`src/rtl/rs_mon_pkg.sv`:
```
// -----------------------------------------------------------------------------
// rs_mon_pkg
// Shared types and constants for the RS latch monitor.
//   state_t  : monitor FSM states
//   code_t   : synchronized {notR, notS} input code
//   defaults : SETTLE_CYCLES_DEFAULT, CNT_W_DEFAULT
// -----------------------------------------------------------------------------
package rs_mon_pkg;

    localparam int unsigned SETTLE_CYCLES_DEFAULT = 4;
    localparam int unsigned CNT_W_DEFAULT         = 16;

    // Cycles the synchronizers need after reset release before their outputs
    // reflect the real inputs.
    localparam logic [1:0] WARM_DONE = 2'd2;

    typedef enum logic [1:0] {
        ST_UNKNOWN = 2'd0,
        ST_SETTLE  = 2'd1,
        ST_CHECK   = 2'd2,
        ST_ILLEGAL = 2'd3
    } state_t;

    // Bit 1 = notR, bit 0 = notS
    typedef logic [1:0] code_t;

    localparam code_t CODE_ILLEGAL = 2'b00;
    localparam code_t CODE_RESET   = 2'b01;
    localparam code_t CODE_SET     = 2'b10;
    localparam code_t CODE_HOLD    = 2'b11;

    // True for codes that force the latch to a known value.
    function automatic logic is_drive_code(code_t c);
        return (c == CODE_SET) || (c == CODE_RESET);
    endfunction

endpackage

```
`src/rtl/rs_sync2.sv`:
```
// -----------------------------------------------------------------------------
// rs_sync2
// Two-flop synchronizer for one asynchronous bit.
//   clk_i   : sampling clock
//   rst_n_i : asynchronous active-low reset, clears both flops
//   d_i     : asynchronous input
//   q_o     : synchronized output, two clock cycles of latency
// -----------------------------------------------------------------------------
module rs_sync2 (
    input  logic clk_i,
    input  logic rst_n_i,
    input  logic d_i,
    output logic q_o
);

    logic meta_q;
    logic sync_q;

    always_ff @(posedge clk_i or negedge rst_n_i) begin
        if (!rst_n_i) begin
            meta_q <= 1'b0;
            sync_q <= 1'b0;
        end else begin
            meta_q <= d_i;
            sync_q <= meta_q;
        end
    end

    assign q_o = sync_q;

endmodule

```
`src/rtl/rs_latch_monitor.sv`:
```
// -----------------------------------------------------------------------------
// rs_latch_monitor
// Watches an external active-low RS latch, predicts its output from the
// synchronized notR/notS pair and compares it with the synchronized Q once the
// inputs have been stable for SETTLE_CYCLES.
//
// Parameters
//   SETTLE_CYCLES : stable cycles before a comparison (1..255)
//   CNT_W         : width of error_count / check_count
// Ports
//   Clock, nReset          : clock, asynchronous active-low reset
//   notR, notS, Q          : asynchronous signals of the observed latch
//   expected_q, exp_valid  : predicted Q and its validity
//   err_pulse              : one-cycle pulse per mismatch
//   illegal_pulse          : one-cycle pulse on entering notR=notS=0
//   error_count            : saturating mismatch count
//   check_count            : saturating comparison count
//   pass                   : comparisons made and none failed
//   first_fail_time        : cycle stamp of the first mismatch
// Build option
//   RS_MON_FIRST_FAIL_EN   : enables the free-running cycle counter feeding
//                            first_fail_time; otherwise the port reads 0.
//
// state      | meaning
// -----------+--------------------------------------------------------------
// ST_UNKNOWN | no valid prediction, nothing compared
// ST_SETTLE  | prediction valid, waiting for inputs to settle
// ST_CHECK   | comparison made on entry, idle until the next input change
// ST_ILLEGAL | notR=notS=0 seen, prediction invalid
// -----------------------------------------------------------------------------
module rs_latch_monitor
    import rs_mon_pkg::*;
#(
    parameter int unsigned SETTLE_CYCLES = SETTLE_CYCLES_DEFAULT,
    parameter int unsigned CNT_W         = CNT_W_DEFAULT
) (
    input  logic             Clock,
    input  logic             nReset,
    input  logic             notR,
    input  logic             notS,
    input  logic             Q,
    output logic             expected_q,
    output logic             exp_valid,
    output logic             err_pulse,
    output logic             illegal_pulse,
    output logic [CNT_W-1:0] error_count,
    output logic [CNT_W-1:0] check_count,
    output logic             pass,
    output logic [31:0]      first_fail_time
);

    logic r_s, s_s, q_s;
    code_t code_s, code_q;
    logic  chg;

    state_t           state_q, state_d;
    logic [7:0]       settle_q, settle_d;
    logic [1:0]       warm_q;
    logic             exp_q, exp_d;
    logic             expv_q, expv_d;
    logic             err_q, err_d;
    logic             ill_q, ill_d;
    logic [CNT_W-1:0] errcnt_q, errcnt_d;
    logic [CNT_W-1:0] chkcnt_q, chkcnt_d;
    logic             pass_q, pass_d;

    rs_sync2 u_sync_r (.clk_i(Clock), .rst_n_i(nReset), .d_i(notR), .q_o(r_s));
    rs_sync2 u_sync_s (.clk_i(Clock), .rst_n_i(nReset), .d_i(notS), .q_o(s_s));
    rs_sync2 u_sync_q (.clk_i(Clock), .rst_n_i(nReset), .d_i(Q),    .q_o(q_s));

    assign code_s = {r_s, s_s};
    assign chg    = (code_s != code_q);

    always_comb begin
        state_d  = state_q;
        settle_d = settle_q;
        exp_d    = exp_q;
        expv_d   = expv_q;
        err_d    = 1'b0;
        ill_d    = 1'b0;
        errcnt_d = errcnt_q;
        chkcnt_d = chkcnt_q;

        // Until the synchronizers have filled, their reset zeros would look
        // like an illegal code, so the FSM is held in UNKNOWN.
        if (warm_q == WARM_DONE) begin
            if (code_s == CODE_ILLEGAL) begin
                if (state_q != ST_ILLEGAL) begin
                    state_d = ST_ILLEGAL;
                    ill_d   = 1'b1;
                    exp_d   = 1'b0;
                    expv_d  = 1'b0;
                end
            end else if (chg) begin
                // An input change always wins over a comparison due this cycle.
                if (is_drive_code(code_s)) begin
                    state_d  = ST_SETTLE;
                    settle_d = 8'(SETTLE_CYCLES);
                    exp_d    = (code_s == CODE_SET);
                    expv_d   = 1'b1;
                end else if (expv_q) begin
                    state_d  = ST_SETTLE;
                    settle_d = 8'(SETTLE_CYCLES);
                end else begin
                    // Hold after illegal/unknown: latch value is undefined.
                    state_d = ST_UNKNOWN;
                    exp_d   = 1'b0;
                    expv_d  = 1'b0;
                end
            end else begin
                case (state_q)
                    ST_UNKNOWN: begin
                        if (is_drive_code(code_s)) begin
                            state_d  = ST_SETTLE;
                            settle_d = 8'(SETTLE_CYCLES);
                            exp_d    = (code_s == CODE_SET);
                            expv_d   = 1'b1;
                        end
                    end
                    ST_SETTLE: begin
                        settle_d = settle_q - 8'd1;
                        if (settle_q == 8'd1) begin
                            state_d = ST_CHECK;
                            if (chkcnt_q != '1) chkcnt_d = chkcnt_q + CNT_W'(1);
                            if (q_s != exp_q) begin
                                err_d = 1'b1;
                                if (errcnt_q != '1) errcnt_d = errcnt_q + CNT_W'(1);
                            end
                        end
                    end
                    default: ;
                endcase
            end
        end

        pass_d = (chkcnt_d != '0) && (errcnt_d == '0);
    end

    always_ff @(posedge Clock or negedge nReset) begin
        if (!nReset) begin
            state_q  <= ST_UNKNOWN;
            settle_q <= '0;
            warm_q   <= '0;
            code_q   <= CODE_ILLEGAL;
            exp_q    <= 1'b0;
            expv_q   <= 1'b0;
            err_q    <= 1'b0;
            ill_q    <= 1'b0;
            errcnt_q <= '0;
            chkcnt_q <= '0;
            pass_q   <= 1'b0;
        end else begin
            state_q  <= state_d;
            settle_q <= settle_d;
            code_q   <= code_s;
            exp_q    <= exp_d;
            expv_q   <= expv_d;
            err_q    <= err_d;
            ill_q    <= ill_d;
            errcnt_q <= errcnt_d;
            chkcnt_q <= chkcnt_d;
            pass_q   <= pass_d;
            if (warm_q != WARM_DONE) warm_q <= warm_q + 2'd1;
        end
    end

`ifdef RS_MON_FIRST_FAIL_EN
    logic [31:0] cyc_q;
    logic [31:0] ffail_q;
    logic        ffail_seen_q;

    always_ff @(posedge Clock or negedge nReset) begin
        if (!nReset) begin
            cyc_q        <= '0;
            ffail_q      <= '0;
            ffail_seen_q <= 1'b0;
        end else begin
            cyc_q <= cyc_q + 32'd1;
            if (err_d && !ffail_seen_q) begin
                ffail_q      <= cyc_q;
                ffail_seen_q <= 1'b1;
            end
        end
    end

    assign first_fail_time = ffail_q;
`else
    assign first_fail_time = 32'd0;
`endif

    assign expected_q    = exp_q;
    assign exp_valid     = expv_q;
    assign err_pulse     = err_q;
    assign illegal_pulse = ill_q;
    assign error_count   = errcnt_q;
    assign check_count   = chkcnt_q;
    assign pass          = pass_q;

endmodule

```
`config.mk`:
```
export PLATFORM = sky130hd
export DESIGN_NAME = rs_latch_monitor
export DESIGN_NICKNAME = d
export VERILOG_FILES = /design/src/rtl/rs_mon_pkg.sv /design/src/rtl/rs_sync2.sv /design/src/rtl/rs_latch_monitor.sv
export SDC_FILE = /design/constraint.sdc
export NUM_CORES = 1
export LEC_CHECK = 0
export CORE_MARGIN = 2
export CORE_UTILIZATION = 51
export DETAILED_ROUTE_END_ITERATION = 7
export PLACE_DENSITY_LB_ADDON = 0.15
export SYNTH_ARGS = -nofsm -noshare
export SYNTH_HDL_FRONTEND = slang
export SYNTH_SLANG_ARGS = --single-unit
```
`constraint.sdc`:
```
create_clock -name Clock -period 3.9 [get_ports Clock]
set_clock_uncertainty 0.15 [all_clocks]
set_input_delay 0.585 -clock Clock [delete_from_list [all_inputs] [get_ports Clock]]
set_output_delay 0.585 -clock Clock [all_outputs]
set_load 0.05 [all_outputs]
```
Yosys cells after proc, flatten, opt, wreduce, memory -nomap -nowiden
Cells that the tools add are included.

Output and inout bits: 69. Bits in latches: 0. Memory bits (read-only): 0. Memories kept: 0. Input port bits: 5. Logic and storage cells: 101. RAM bits: 0. Register bits: 57.

Multiply operators: 0. Multiplexer cells: 48. Equality and inequality tests: 17. Shift operators: 0. Add/sub/neg operators: 4. Bitwise logic cells: 1. Div/mod/pow operators: 0. Reductions and logical operators: 14. Order comparisons: 0.

Operator list (number): 16-bit two-way mux (13); 16-bit by 1-bit adder with 16-bit output, second input constant (2); 8-bit two-way mux (4); 16-bit inequality test, second input constant (2); 1-bit two-way mux (24); 16-bit logical NOT (1); 8-bit one-hot mux with 2 select lines (1); 16-bit nonzero test (1); 5-bit AND reduction (3); 2-bit two-way mux (5); 3-bit nonzero test (3); 8-bit by 1-bit == test with 1-bit output, second input constant (1); 4-bit inequality test, second input constant (2); 8-bit by 1-bit subtractor with 8-bit output, second input constant (1); 3-bit by 1-bit inequality test with 1-bit output, second input constant (2); 2-bit by 1-bit == test with 1-bit output, second input constant (2); 2-bit == test, second input constant (2); 2-bit logical NOT (2); 2-bit inequality test, second input constant (2); 2-bit one-hot mux with 2 select lines (1); 4-bit AND reduction (1); 4-bit nonzero test (1); 3-bit inequality test, second input constant (1); 2-bit by 1-bit adder with 2-bit output, second input constant (1); 6 further kinds (6).

Longest topological paths before layout
Gate-level depths: netlist (run 1).

Depth after elaboration: 10. Mapped depth: 12. Depth with buffers taken out: 9.

Modules after synthesis
From an unflattened synthesis (run 1), not the netlist that was laid out.

Cells, all modules: 362. Area total of the unflattened synthesis: 3439.5 sq um.

By module, submodules not included: rs_latch_monitor (cells each 356, area each 3289.4 sq um, times used 1, sequential area each 1276.2 sq um); rs_sync2 (cells each 2, area each 50.0 sq um, times used 3, sequential area each 50.0 sq um).

Worst setup path after synthesis (run 1)
No wires, ideal clock.

Path type: register to register. Start point: register u_sync_r.sync_q (netlist: u_sync_r.q_o). End point: register pass_q (netlist: pass). Slack: 960 ps. Arrival time: 2663 ps. Setup time: 127 ps. Cell stages (with the launch flop): 13. Period minus slack after synthesis: 2940 ps. Required time: 3623 ps. Path buffers: 3. Path through: dfrtp_1 inv_1 ha_1 buf_6 nand4bb_1 or3_1 buf_6 buf_2 nor4_1 mux2i_1 o2111ai_1 nor4_1 nor4_1.

Longest elaborated chain between the ends: 6. Elaborated cells on any way between the ends: 11. Those cells by class: 1 x eq/ne; 6 x mux; 4 x reduce/logical.

Ends and longest elaborated chain: start, declared (RTL line rs_sync2.sv:17) `logic sync_q;`; start signal, assigned (RTL line rs_sync2.sv:25) `sync_q <= meta_q;`; 2-bit inequality test (RTL line rs_latch_monitor.sv:72) `assign chg = (code_s != code_q);`; 16-bit two-way mux (RTL line rs_latch_monitor.sv:94) `end else if (chg) begin`; 16-bit two-way mux (RTL line rs_latch_monitor.sv:87) `if (code_s == CODE_ILLEGAL) begin`; 16-bit two-way mux (RTL line rs_latch_monitor.sv:86) `if (warm_q == WARM_DONE) begin`; 16-bit nonzero test / 16-bit logical NOT (equally long branches) (RTL line rs_latch_monitor.sv:136) `pass_d = (chkcnt_d != '0) && (errcnt_d == '0);`; 1-bit logical AND (*) (RTL line rs_latch_monitor.sv:136); named net pass_d (RTL line rs_latch_monitor.sv:65) `logic pass_q, pass_d;`; end signal, assigned (RTL line rs_latch_monitor.sv:162) `pass_q <= pass_d;`; end, declared (RTL line rs_latch_monitor.sv:65).

Mark *: on every way through the listed nets, which the timed path passes. The rest lies on a longest branch. A chain may end at the register's enable or synchronous reset.

Final worst setup path (run 1)
Same ends and word-level chain as after synthesis.

==> results of run 1 <==
==> final cells by class <==
type	count	area [sq um]	area share
clock inverter	3	40.04	0.01017
multi-input combinational	278	1735	0.4406
sequential	57	1426	0.3621
timing repair buffer	44	427.9	0.1086
clock buffer	13	148.9	0.03780
tap	77	96.34	0.02446
inverter	17	63.81	0.01620
==> registers in the layout (all words and copies together) (netlist names), 2 cells and up <==
register / count
code_q: 2
warm_q: 2
settle_q: 8
state_q: 2
error_count: 16
check_count: 16
==> cells in the final DEF, fill, tap and decap left out, types with 2 or more instances in the layout <==
master	instances
nand3_1	16
buf_4	3
o21ai_0	19
nor4_1	10
a22oi_1	2
clkbuf_1	3
dfrtp_1	57
xnor2_1	21
nor3b_1	2
or3_1	3
nor2b_1	2
or2_2	3
a31oi_1	2
nor3_1	9
and4_1	3
nand4bb_1	2
clkbuf_8	10
nand2b_1	3
o41ai_1	4
nand4_1	19
a21oi_1	14
nor4_2	4
and3_1	3
o22ai_1	2
mux2i_1	2
clkdlybuf4s50_1	40
inv_1	17
xor2_1	12
a211o_1	2
nand2_1	28
mux2_2	6
conb_1	32
nor2_1	28
clkinv_2	2
ha_1	7
==> final timing paths <==
| path | cells past startpoint | from | to |
|---|---|---|---|
| worst max-delay path | 9 | u_sync_r.q_o | pass |
| worst min-delay path | 0 | u_sync_q.meta_q | u_sync_q.q_o |
| worst max register to register | 9 | u_sync_r.q_o | pass |
| worst min register to register | 0 | u_sync_q.meta_q | u_sync_q.q_o |
| max in group asynchronous | 2 | nReset | warm_q[0] |
| min in group asynchronous | 1 | nReset | settle_q[5] |
==> cell families after synthesis <==
kind of cell / Yosys count / share of synthesized area
AO/OA/AOI/OAI: 55 / 0.1024
XOR/XNOR: 33 / 0.08422
adder cells (fa/ha/maj): 7 / 0.02552
buffers and inverters: 64 / 0.1126
flip-flops: 57 / 0.4156
multiplexers: 8 / 0.02552
other: 1 / 0.001093
AND/OR/NAND/NOR: 143 / 0.2330
==> routing by layer <==
layer | up-vias | track usage | routed length (um)
met4 | 0 | 0.07215 | 96
li1 | 1319 | - | -
met1 | 1327 | 0.2964 | 3304
met3 | 11 | 0.06352 | 412
met2 | 96 | 0.3228 | 3455
met5 | - | 0 | 0
==> worst max-delay path: stages, from the launching register on <==
cell and delay [ns]:
dfrtp_1 0.41, inv_1 0.06, ha_1 0.30, nand4bb_1 0.25, or3_1 0.63, or3_1 0.61
o41ai_1 0.34, nand4b_1 0.13, nor4_1 0.33, nor4_1 0.08
==> per-stage QoR <==
stage | std cells | total power (uW) | hold WS, ns
finish | 489 | 1648 | 0.1984
global route | 489 | 1744 | 0.2204
CTS | 489 | 1664 | 0.2035
detailed placement | 473 | 1112 | 0.1856
global placement | 473 | 1104 | 0.1875
floorplan | 399 | 1032 | 0.1394
==> power by group through the flow <==
stage	logic [uW]	registers [uW]	clock network, uW
after floorplan	268	764	0
after CTS	400	703	561
after global placement	392	712	0
after detailed placement	398	714	0
after global routing	437	711	595
final	399	705	544
==> results.json, run 1 <==
{
  "status": "finished clean",
  "first_pass_iters": 5,
  "routabilityCongestion": 0.8798,
  "cts_buffers": 9,
  "first_iter_violations": 165,
  "ant_nets": 0,
  "seqPwrFrac": 0.428,
  "yosysTopAreaCell": "dfrtp_1",
  "path_clk_slew_ns": 0.06,
  "ys_types": 53,
  "htree_levels": 3,
  "relSlewSlack": 0.3661,
  "num_vias": 2753,
  "placed_cell_area_sq_mm": 0.003750,
  "portBuffers": 41,
  "cts_tree": "yes",
  "drc": 0,
  "synth.top_cell.area_share": 0.4156,
  "grt-ovfl-total": 0,
  "grt_max_degree": 44,
  "die_area_sq_mm": 0.007402,
  "finalWirelength_mm": 7.268,
  "rsz0062_at_grt": "no",
  "async_reset_ff_frac": 1.000,
  "start_kind": "register",
  "p_leak_uw": 0.001710,
  "hp-class": "reg -> reg",
  "start_util": 0.5344,
  "worst_ep_arrival_time_ns": 3.48,
  "synth_area_leaders": "dfrtp_1, buf_4, xnor2_1, nand4_1, nand2_1",
  "cp-end-kind": "register",
  "die_w_um": 86.04,
  "yosysMostFrequentCell": "dfrtp_1",
  "pwr-share-clk": 0.330,
  "hold_buffers": 0,
  "n_antenna_cell": 0,
  "final_cell_area_sq_mm": 0.003939,
  "yosys_warnings": 0,
  "worstPathMaxFanout": 16,
  "pwr_density_cell_mw_per_mm2": 418.5,
  "final_util": 0.6133,
  "grt.total_usage": 0.2145,
  "synthCells": 368,
  "tightest_slew_ns": 0.9508,
  "clockRootBuffer": "clkbuf_8",
  "ir_drop_mv": 0.2144,
  "clock-sinks": 57,
  "final_layout_size_suffix_gt1_frac": 0.08495,
  "syn_area_sq_mm": 0.003432,
  "grt_first_pass_wirelength_mm": 12.44,
  "ctsLongestPathBuffers": 2,
  "ys_ff_latch": 57,
  "die-height_um": 86.04,
  "synth-edff-count": 0,
  "ioPinCount": 74,
  "rows": 29,
  "antenna_found_initial": 0,
  "fillers": 569,
  "synthFlopType": "dfrtp_1",
  "tns_ns": 0,
  "wl_per_cell_um": 14.86,
  "place_ws_ns": 0.4923,
  "period_minus_slack_ns": 3.407,
  "postCtsSetupRepairBufs": 0,
  "synth_commonest_cells": "dfrtp_1, buf_4, nand2_1, nor2_1, xnor2_1",
  "sw_frac_of_total": 0.3519,
  "p_comb_frac": 0.242,
  "synth_area_per_cell_sq_um": 9.326,
  "ctsResizeCount": 0,
  "final_max_slew_viol_count": 0,
  "intPower_uw": 1068,
  "rrSetupSlack_ns": 0.49,
  "criticalPathCategory": "reg -> reg",
  "drv_cap": 0,
  "finalSetupViolations": 0,
  "fin_ws_ns": 0.4934,
  "period_share": 0.8735,
  "core_area_sq_mm": 0.006422,
  "synthToLayoutAreaGrowth_pct": 14.76,
  "hpwl_mm": 5.175,
  "cp.required_ns": 3.97,
  "grt_pass1_vias": 2546,
  "nets": 419,
  "switchingPower_uw": 580.1,
  "clock_latency_ns": 0.35,
  "via_per_inst": 5.630,
  "hold_viol_final": 0,
  "yosysSeqAreaShare": 0.4156,
  "timing.fmax_mhz": 293.5
}
(Power assumes the default switching activity.)
==> run 2: changes to the inputs <==
--- a/config.mk
+++ b/config.mk
@@ -5,8 +5,10 @@
 export SDC_FILE = /design/constraint.sdc
 export NUM_CORES = 1
 export LEC_CHECK = 0
+export CAP_MARGIN = 5
 export CORE_MARGIN = 2
 export CORE_UTILIZATION = 51
+export CTS_CLUSTER_SIZE = 10
 export DETAILED_ROUTE_END_ITERATION = 7
 export PLACE_DENSITY_LB_ADDON = 0.15
 export SYNTH_ARGS = -nofsm -noshare
==> results of run 2 <==
The final DEF is identical to that of run 1; final timing and power are the same.
